==> config.mk <==
export PLATFORM = sky130hd
export DESIGN_NAME = ycr_burst_arb
export DESIGN_NICKNAME = d
export VERILOG_FILES = /design/src/rtl/ycr_burst_arb.sv
export SDC_FILE = /design/constraint.sdc
export NUM_CORES = 1
export LEC_CHECK = 0
export ABC_AREA = 1
export ABC_CLOCK_PERIOD_IN_PS = 1800
export CAP_MARGIN = 20
export CORE_MARGIN = 5
export CORE_UTILIZATION = 33
export DETAILED_ROUTE_END_ITERATION = 7
export PLACE_DENSITY_LB_ADDON = 0.15
export REMOVE_ABC_BUFFERS = 1
export SLEW_MARGIN = 20
export SYNTH_ARGS = -nofsm -noshare
export SYNTH_HDL_FRONTEND = slang
export SYNTH_SLANG_ARGS = --single-unit
==> constraint.sdc <==
create_clock -name clk -period 1.8 [get_ports clk]
set_clock_uncertainty 0.2 [all_clocks]
set_input_delay 0.27 -clock clk [delete_from_list [all_inputs] [get_ports clk]]
set_output_delay 0.27 -clock clk [all_outputs]
set_load 0.01 [all_outputs]
==> src/rtl/ycr_burst_arb.sv <==
// Round-robin arbiter with burst lock for a shared memory port.
// A grant is held from acceptance to last-data (or watchdog expiry), then re-arbitrated without a bubble.
module ycr_burst_arb #(
  parameter int TREQ   = 4,
  parameter int GW     = $clog2(TREQ),
  parameter int TOUT_W = 8,
  parameter int TOUT   = 200
) (
  input  logic            clk,
  input  logic            rst_n,
  input  logic [TREQ-1:0] req,
  input  logic            req_ack,
  input  logic            lack,
  output logic [GW-1:0]   gnt,
  output logic            gnt_vld,
  output logic [TREQ-1:0] gnt_oh,
  output logic            busy,
  output logic            tout_err,
  output logic [GW-1:0]   tout_id
);

  if (TOUT < 0 || TOUT >= (1 << TOUT_W)) begin : g_tout_chk
    $error("ycr_burst_arb: TOUT does not fit in TOUT_W");
  end
  if (TREQ < 2 || TREQ > 8) begin : g_treq_chk
    $error("ycr_burst_arb: TREQ must be in 2..8");
  end

  typedef enum logic [1:0] {IDLE, GRANT, DATA} state_t;

  localparam logic [TOUT_W-1:0] TOUT_LAST = TOUT_W'((TOUT == 0) ? 0 : TOUT - 1);
  localparam logic [TOUT_W-1:0] CNT_MAX   = {TOUT_W{1'b1}};

  state_t            state, state_nxt;
  logic [GW-1:0]     rr_ptr, rr_ptr_nxt;
  logic [GW-1:0]     gnt_nxt, tout_id_nxt;
  logic [TREQ-1:0]   gnt_oh_nxt;
  logic              gnt_vld_nxt, busy_nxt, tout_err_nxt;
  logic [TOUT_W-1:0] cnt, cnt_nxt;
  logic [GW:0]       pick_idle, pick_done;
  logic              tout_fire, done;

  // Returns {found, index}; the search starts one past ptr, so ptr itself has lowest priority.
  function automatic logic [GW:0] arb(input logic [TREQ-1:0] r, input logic [GW-1:0] ptr);
    logic [GW:0] res;
    int          idx;
    res = '0;
    for (int i = TREQ; i >= 1; i--) begin
      idx = (int'(ptr) + i) % TREQ;
      if (r[idx]) res = {1'b1, GW'(idx)};
    end
    return res;
  endfunction

  assign pick_idle = arb(req, rr_ptr);
  assign pick_done = arb(req, gnt);
  assign tout_fire = (TOUT != 0) && (state == DATA) && !lack && (cnt == TOUT_LAST);
  assign done      = ((state == GRANT) && req_ack && lack) ||
                     ((state == DATA) && (lack || tout_fire));

  always_ff @(posedge clk or negedge rst_n) begin
    if (!rst_n) begin
      state    <= IDLE;
      rr_ptr   <= '0;
      cnt      <= '0;
      gnt      <= '0;
      gnt_vld  <= 1'b0;
      gnt_oh   <= '0;
      busy     <= 1'b0;
      tout_err <= 1'b0;
      tout_id  <= '0;
    end else begin
      state    <= state_nxt;
      rr_ptr   <= rr_ptr_nxt;
      cnt      <= cnt_nxt;
      gnt      <= gnt_nxt;
      gnt_vld  <= gnt_vld_nxt;
      gnt_oh   <= gnt_oh_nxt;
      busy     <= busy_nxt;
      tout_err <= tout_err_nxt;
      tout_id  <= tout_id_nxt;
    end
  end

  always_comb begin
    state_nxt = state;
    case (state)
      IDLE:    if (|req) state_nxt = GRANT;
      GRANT: begin
        if (req_ack && !lack)         state_nxt = DATA;
        else if (!req_ack && !req[gnt]) state_nxt = IDLE;
      end
      DATA:    state_nxt = DATA;
      default: state_nxt = IDLE;
    endcase
    // Completion overrides everything: hand over directly to the next winner if any.
    if (done) state_nxt = pick_done[GW] ? GRANT : IDLE;
  end

  always_comb begin
    gnt_nxt      = gnt;
    rr_ptr_nxt   = rr_ptr;
    tout_err_nxt = 1'b0;
    tout_id_nxt  = tout_id;
    cnt_nxt      = cnt;
    if (state == IDLE && pick_idle[GW]) gnt_nxt = pick_idle[GW-1:0];
    if (state == GRANT) cnt_nxt = '0;
    if (state == DATA)  cnt_nxt = (cnt == CNT_MAX) ? cnt : cnt + 1'b1;
    if (done) begin
      rr_ptr_nxt = gnt;
      if (pick_done[GW]) gnt_nxt = pick_done[GW-1:0];
    end
    if (tout_fire) begin
      tout_err_nxt = 1'b1;
      tout_id_nxt  = gnt;
    end
    gnt_vld_nxt = (state_nxt != IDLE);
    busy_nxt    = (state_nxt == DATA);
    gnt_oh_nxt  = '0;
    if (gnt_vld_nxt) gnt_oh_nxt[gnt_nxt] = 1'b1;
  end

endmodule

* After elaboration in Yosys (flattened, before gate mapping)
Index checks and enable logic that the tools add are counted. Widths: inputs -> output; s select.
Operators by class: $add $sub $neg 9, order comparisons 11, eq/ne operators 6, muxes and demuxes 50, bitwise operators 8, reduce and logical (&&, ||, !) cells 27
Operators with widths (count):
- $lt 3x4->1 const B | 8
- $mux 3 | 8
- $mux 8 | 3
- $mux 1 | 20
- $bmux 1 s2 | 9
- $eq 8x8->1 const B | 2
- $reduce_or 2->1 | 8
- $mux 2 | 7
- $logic_and 1x1->1 | 9
- $add 2x1->2 const B | 4
- $add 2x2->2 const B | 4
- $add 8x1->8 const B | 1
- $and 1x1->1 const A | 8
- $lt 2x3->1 const B | 2
- $pmux 2 s3 | 1
- $eq 2x2->1 const B | 2
- $mux 4 | 1
- $reduce_bool 2->1 | 2
- $reduce_or 4->1 | 1
- $logic_not 1->1 | 3
- $demux 1 s2 | 1
- $eq 2x1->1 const B | 1
- $ge 2x1->1 const B | 1
- $logic_not 2->1 | 1
- 3 further kinds | 4
Word-level totals: bits in registers 23, bits of input ports 8, word-level logic and storage cells 120

* Depth between registers and ports, before layout
Gate-level depths: netlist of run 1.
depth after elaboration 19, gate-level depth with buffers 14

* Worst setup path after synthesis of run 1
No wires, ideal clock.
kind register -> register, from register cnt[0], to register cnt[3], arrival time 1.424 ns, path slack 0.058 ns, cell stages (with the launch flop) 10, path buffers 0, clock period less this slack 1.742 ns, cell sequence dfrtp_1 -> ha_1 -> nand2_1 -> nor2_1 -> nand2_1 -> o21ai_2 -> nand2_1 -> nand4_1 -> xor2_1 -> nor2_1
On the way: word-level cells in the longest chain between the ends 3, elaborated cells between the ends (all ways) 6
RTL lines:
- start: declaration | line 39 | logic [TOUT_W-1:0] cnt, cnt_nxt;
- start signal: assignment | line 75 | cnt <= cnt_nxt;
- $add 8x1->8 or $eq 8x8->1 (tied branches) | line 108 | if (state == DATA) cnt_nxt = (cnt == CNT_MAX) ? cnt : cnt + 1'b1;
- $mux 8 or $ne 2x2->1 (tied branches)
- $mux 8 or $reduce_and 2->1 (tied branches)
Several ways; a longest one is shown, not always the timed one. The select of a mux whose other input is x is not followed. A chain may end at the register's enable or synchronous reset.

* Worst setup path after layout of run 1
from register cnt[1], to register cnt[3]
The elaborated chain is that of the path after synthesis.

==> results of run 1 <==
## path summary, 6_finish.rpt
check	startpoint	to	slack, ns	cells after the start
hold reg to reg	cnt[7]	cnt[7]	0.33	2
setup reg to reg	cnt[1]	cnt[3]	0.02	9
hold / removal	rst_n	cnt[0]	0.15	2
min in group clk	cnt[7]	cnt[7]	0.33	2
max in group asynchronous	rst_n	gnt[0]	1.01	2
setup / recovery	cnt[1]	cnt[3]	0.02	9
## logic make-up (layout without fill, tap and decap cells)
group	count (synthesis)	count (layout)	synth area share
buf+inv	33	88	0.09394
compound gates	24	24	0.09834
simple gates	119	119	0.3591
flops	23	23	0.4039
fa+ha+maj	1	1	0.008778
xor+xnor	5	5	0.03600
## worst reg2reg max path: cells and delay by family (launching register included)
kind | cells | cell delay [ns]
adder cells (fa/ha/maj) | 1 | 0.19
flip-flops | 1 | 0.36
AO/OA/AOI/OAI | 1 | 0.20
XOR/XNOR | 1 | 0.14
AND/OR/NAND/NOR | 6 | 0.57
## power by group
group	switching (mW)	internal, mW	leakage (nW)
Combinational	1.24	1.01	0.809
Clock	0.159	0.158	0.0228
Sequential	0.138	0.662	0.300
Total	1.53	1.83	1.13
## Yosys cell counts
master and instances:
nand2_1 75, inv_1 24, dfrtp_1 23, nor2_1 20
nand3_1 13, a21oi_1 8, o21ai_0 8, inv_2 5
nand2_2 3, nand4_1 3, o21ai_1 3, xor2_1 3
o22ai_1 2, a211oi_1 1, buf_2 1, buf_6 1
clkbuf_2 1, clkinv_1 1, ha_1 1, nand2_4 1
nand3_2 1, nand3b_4 1, nor2_2 1, nor3_1 1
o21ai_2 1, o21ai_4 1, xnor2_1 1, xor2_2 1
## registers in the layout (all words and copies together) (netlist names)
register and count:
rr_ptr 2, tout_err 1, gnt_vld 1, state 2, gnt 2, tout_id 2
busy 1, gnt_oh 4, cnt 8
## stage by stage
step	util	hold WS, ns	std cells	setup TNS [ns]	area (um^2)
after global placement	0.4507	0.3191	296	-2.009	1842
after floorplan	-	-0.2256	202	0	1404
after CTS	0.4648	0.1676	301	-0.06266	1899
after detailed placement	0.4507	0.3264	296	-1.928	1842
after global routing	0.5220	0.2100	310	-0.4878	2133
final	0.5220	0.1494	310	0	2133
## final cells by class
| type | count | share of cell area |
|---|---|---|
| Timing Repair Buffer | 54 | 0.2182 |
| Sequential cell | 23 | 0.2716 |
| Inverter | 30 | 0.05630 |
| Clock buffer | 4 | 0.02111 |
| Tap cell | 50 | 0.02933 |
| Multi-Input combinational cell | 149 | 0.4035 |
## routing by layer
layer	global-route usage	part of all wire	wire length [um]
met3	0.02902	0.040	136
met4	0.01553	0.012	42
met5	0	0	0
met1	0.1785	0.48	1634
met2	0.1918	0.47	1595
## timing repair
item                                    in CTS  in global routing
buffers inserted                             1                  9
endpoints found under the setup margin       8                 13
pin swaps                                    0                 20
gates resized for setup                      6                 55
==> reports/metrics.cfg, run 1 <==
[timing]
period_needed_ns = 1.785
slew_headroom = 0.7927
fmax_ghz = 0.5603
rsz0062_at_grt = true
tightest_slew_ns = 0.3086
maxSlewViolCount = 0
setup_ws_ns = 0.01525
period_share = 0.9915
finalSetupViolCount = 0
hold_viol_final = 0

[routing]
totalWireLength_um = 3408
avgRoutedWirePerCell_um = 10.99
ant_nets = 0
drtIter0Drc = 38
drt_pre_antenna_iters = 5
num_vias = 1404
post-route-drc-count = 0
avgViaCountPerCell = 4.529

[yosys]
ys_warn_count = 0
synth.largest_area_cell = dfrtp_1
synth-seq-area-share = 0.4039
syn_area_per_cell_um2 = 6.952
yosysTopAreaCellShare = 0.4039
netlist_area_um2 = 1425
synth_area_leaders = dfrtp_1 (40%), nand2_1 (20%), inv_1 (6.3%)
yosysUniqueCellTypes = 28
synthCells = 205
ys_ff_latch = 23

[outcome]
outcome = completed

[critical_path]
worst-path-buf-inv = 0
worstSetupEndpointType = register
crit_type = reg -> reg
required_ns = 1.76
crit_chain = ha_2, nand2_2, nor2_2, nand2_2, o21ai_4, nand2_2, nand4_1, xor2_1, nor2_1
crit_top_cell = nand2_2
cp_slowest_stage_delay_ns = 0.36
startpoint_type = register
cp.arrival_ns = 1.74
crit_family = simple AND/OR/NAND/NOR gates
path_max_fanout = 5
cp_slowest_cell = dfrtp_1

[min_path]
hp-class = in -> async

[power_and_ir_drop]
pwr_density_cell_nw_per_um2 = 1576
p_leak_nw = 1.132
vdd_drop_max_mv = 1.060
total_power_mw = 3.361

[place]
preCtsSetupSlack_ns = -0.3057
io_buffers = 18
place_hpwl_um = 2577
gp_congestion = 0.8391

[clock_tree]
hold_buffers = 0
clock_path_buffers = 2
cts_max_level = 1
root_buffer = clkbuf_8
cts_buffers = 3
tritoncts = yes
clock_sinks = 23
path_clk_slew_ns = 0.08
clk_latency_ns = 0.26

[floorplanning]
ios = 19
die_area_um2 = 5733
fp-row-count = 23
initial_core_util = 0.3487
fp.dieH_um = 75.72
design.core.area_um2 = 4086
dieWidth_um = 75.72

[grt]
grt_pass1_wl_um = 5575
antenna_found_initial = 0
grt_max_degree = 24
overflow = 0
grt_pass1_vias = 1271
track_usage = 0.1229

[layout]
final_common_cell = nand2_1
multiInputGateArea_um2 = 860.8
num-nets-final = 270
final_cell_mix = nand2_1 (61), buf_4 (34), dfrtp_1 (20), inv_1 (16)
drive_gt1_frac = 0.3615
regArea_um2 = 579.3
fillers = 394
diodes = 0
areaGrowthSynthToFinish_pct = 49.69

[job]
drv_cap = 0

(Power assumes the default switching activity.)
==> inputs of run 2 (changes only) <==
--- a/config.mk
+++ b/config.mk
@@ -6,7 +6,7 @@
 export NUM_CORES = 1
 export LEC_CHECK = 0
 export ABC_AREA = 1
-export ABC_CLOCK_PERIOD_IN_PS = 1800
+export ABC_CLOCK_PERIOD_IN_PS = 2200
 export CAP_MARGIN = 20
 export CORE_MARGIN = 5
 export CORE_UTILIZATION = 33
==> constraint.sdc (replaced) <==
create_clock -name clk -period 2.2 [get_ports clk]
set_clock_uncertainty 0.2 [all_clocks]
set_input_delay 0.33 -clock clk [delete_from_list [all_inputs] [get_ports clk]]
set_output_delay 0.33 -clock clk [all_outputs]
set_load 0.01 [all_outputs]
==> run 2 against run 1 <==
  * Fmax fell by 8.7%
  * Routed wire length down 14%
  * Die area unchanged
  * Flip-flop and latch count is the same
  * Largest power group unchanged
==> reports/metrics.cfg, run 2 (synthesized netlist as in run 1, its figures left out) <==
[floorplanning]
initial_core_util = 0.3487
design.core.area_um2 = 4086
fp-row-count = 23
dieWidth_um = 75.72
die_area_um2 = 5733
ios = 19
fp.dieH_um = 75.72

[critical_path]
crit_type = reg -> reg
startpoint_type = register
crit_family = simple AND/OR/NAND/NOR gates
path_max_fanout = 5
worst-path-buf-inv = 0
worstSetupEndpointType = register
required_ns = 2.16
crit_top_cell = nand2_1
cp_slowest_cell = dfrtp_1
cp_slowest_stage_delay_ns = 0.41
cp.arrival_ns = 1.91
crit_chain = ha_1, nand2_1, nor2_1, nand2_1, o21ai_2, nand2_1, nand4_1, xor2_1, nor2_1

[clock_tree]
clk_latency_ns = 0.26
cts_max_level = 1
tritoncts = yes
clock_sinks = 23
root_buffer = clkbuf_8
cts_buffers = 3
clock_path_buffers = 2
hold_buffers = 0
path_clk_slew_ns = 0.08
post_cts_buffers = 0

[routing]
avgRoutedWirePerCell_um = 10.58
ant_nets = 0
drt_pre_antenna_iters = 4
drtIter0Drc = 79
avgViaCountPerCell = 4.518
num_vias = 1256
post-route-drc-count = 0
totalWireLength_um = 2942

[timing]
maxSlewViolCount = 0
setup_tns_ns = 0
tightest_slew_ns = 0.3166
slew_headroom = 0.7867
hold_viol_final = 0
setup_ws_ns = 0.2454
fmax_ghz = 0.5116
rsz0062_at_grt = false
period_needed_ns = 1.955
finalSetupViolCount = 0
period_share = 0.8885

[layout]
fin_util = 0.4216
final_common_cell = nand2_1
diodes = 0
top_regs = cnt: 8 flops, gnt_oh: 4 flops
num-nets-final = 238
areaGrowthSynthToFinish_pct = 20.90
layout.cells.non_filler = 278
final_cell_mix = nand2_1 (75), inv_1 (24), dfrtp_1 (22), nor2_1 (20), clkdlybuf4s50_1 (18)
largest_register_ff_count = 8
drive_gt1_frac = 0.1009
final_cell_area_um2 = 1723
regMostFlops = cnt

[grt]
grt_max_degree = 24
antenna_found_initial = 0
overflow = 0
grt_pass1_wl_um = 5064
grt_pass1_vias = 1152
track_usage = 0.1146

[min_path]
hp-class = in -> async

[place]
dp_cells = 274
place_hpwl_um = 2317
io_buffers = 18
preCtsSetupSlack_ns = -0.006698
gp_congestion = 0.8998
placed_cell_area_um2 = 1677

[outcome]
outcome = completed

[power_and_ir_drop]
pwr_density_cell_nw_per_um2 = 1252
vdd_drop_max_mv = 0.6484
p_leak_nw = 0.9239

[job]
drv_cap = 0

-- run 2: changes by cell type in the layout (fill, tap and decap cells not counted), moves of 4 or more --
cell,before,now
nand2_1,61,75
o21ai_0,4,8
nor2_1,15,20
o21ai_4,5,1
nand2_2,15,3
buf_4,34,4
inv_1,16,24
inv_2,12,5
-- run 2: routing by layer --
metal / part of all wire / up-vias / GRT usage
met5: 0 / - / 0
met4: 0.016 / 0 / 0.04078
met3: 0.036 / 4 / 0.02507
met2: 0.40 / 19 / 0.1601
met1: 0.55 / 548 / 0.1724
li1: - / 685 / -
-- run 2: timing repair --
action / 4_1_cts / 5_1_grt
setup endpoints to repair: 0 / 2
endpoints found under the hold margin: 0 / 0
gates resized for setup: 0 / 1
-- run 2: worst paths after layout --
| check | from | end | slack [ns] | depth (start not counted) |
|---|---|---|---|---|
| max | cnt[0] | cnt[3] | 0.25 | 9 |
| min | rst_n | busy | 0.21 | 2 |
| max reg2reg | cnt[0] | cnt[3] | 0.25 | 9 |
| min reg2reg | cnt[0] | cnt[0] | 0.33 | 1 |
| max in group asynchronous | rst_n | gnt[0] | 1.34 | 2 |
| min in group clk | cnt[0] | cnt[0] | 0.33 | 1 |
-- run 2: per-stage QoR --
stage                     hold WS, ns  power (mW)
after floorplan               -0.1656       1.552
after global placement         0.3094       1.925
after detailed placement       0.3207       1.906
after CTS                      0.2197       2.181
after global routing           0.2401       2.407
final                          0.2146       2.157
-- run 2: area by class of cell --
cell class	instances	area, um^2
Tap cell	50	62.56
Multi-Input combinational cell	149	715.7
Sequential cell	23	576.8
Clock buffer	4	45.04
Inverter	30	112.6
Fill cell	433	2364
Timing Repair Buffer	22	210.2
-- run 2: where the power goes --
part           internal [mW]  switching [mW]  total [mW]
clock network          0.129           0.130       0.260
registers              0.538           0.131       0.669
logic                  0.474           0.754        1.23
total                   1.14            1.02        2.16
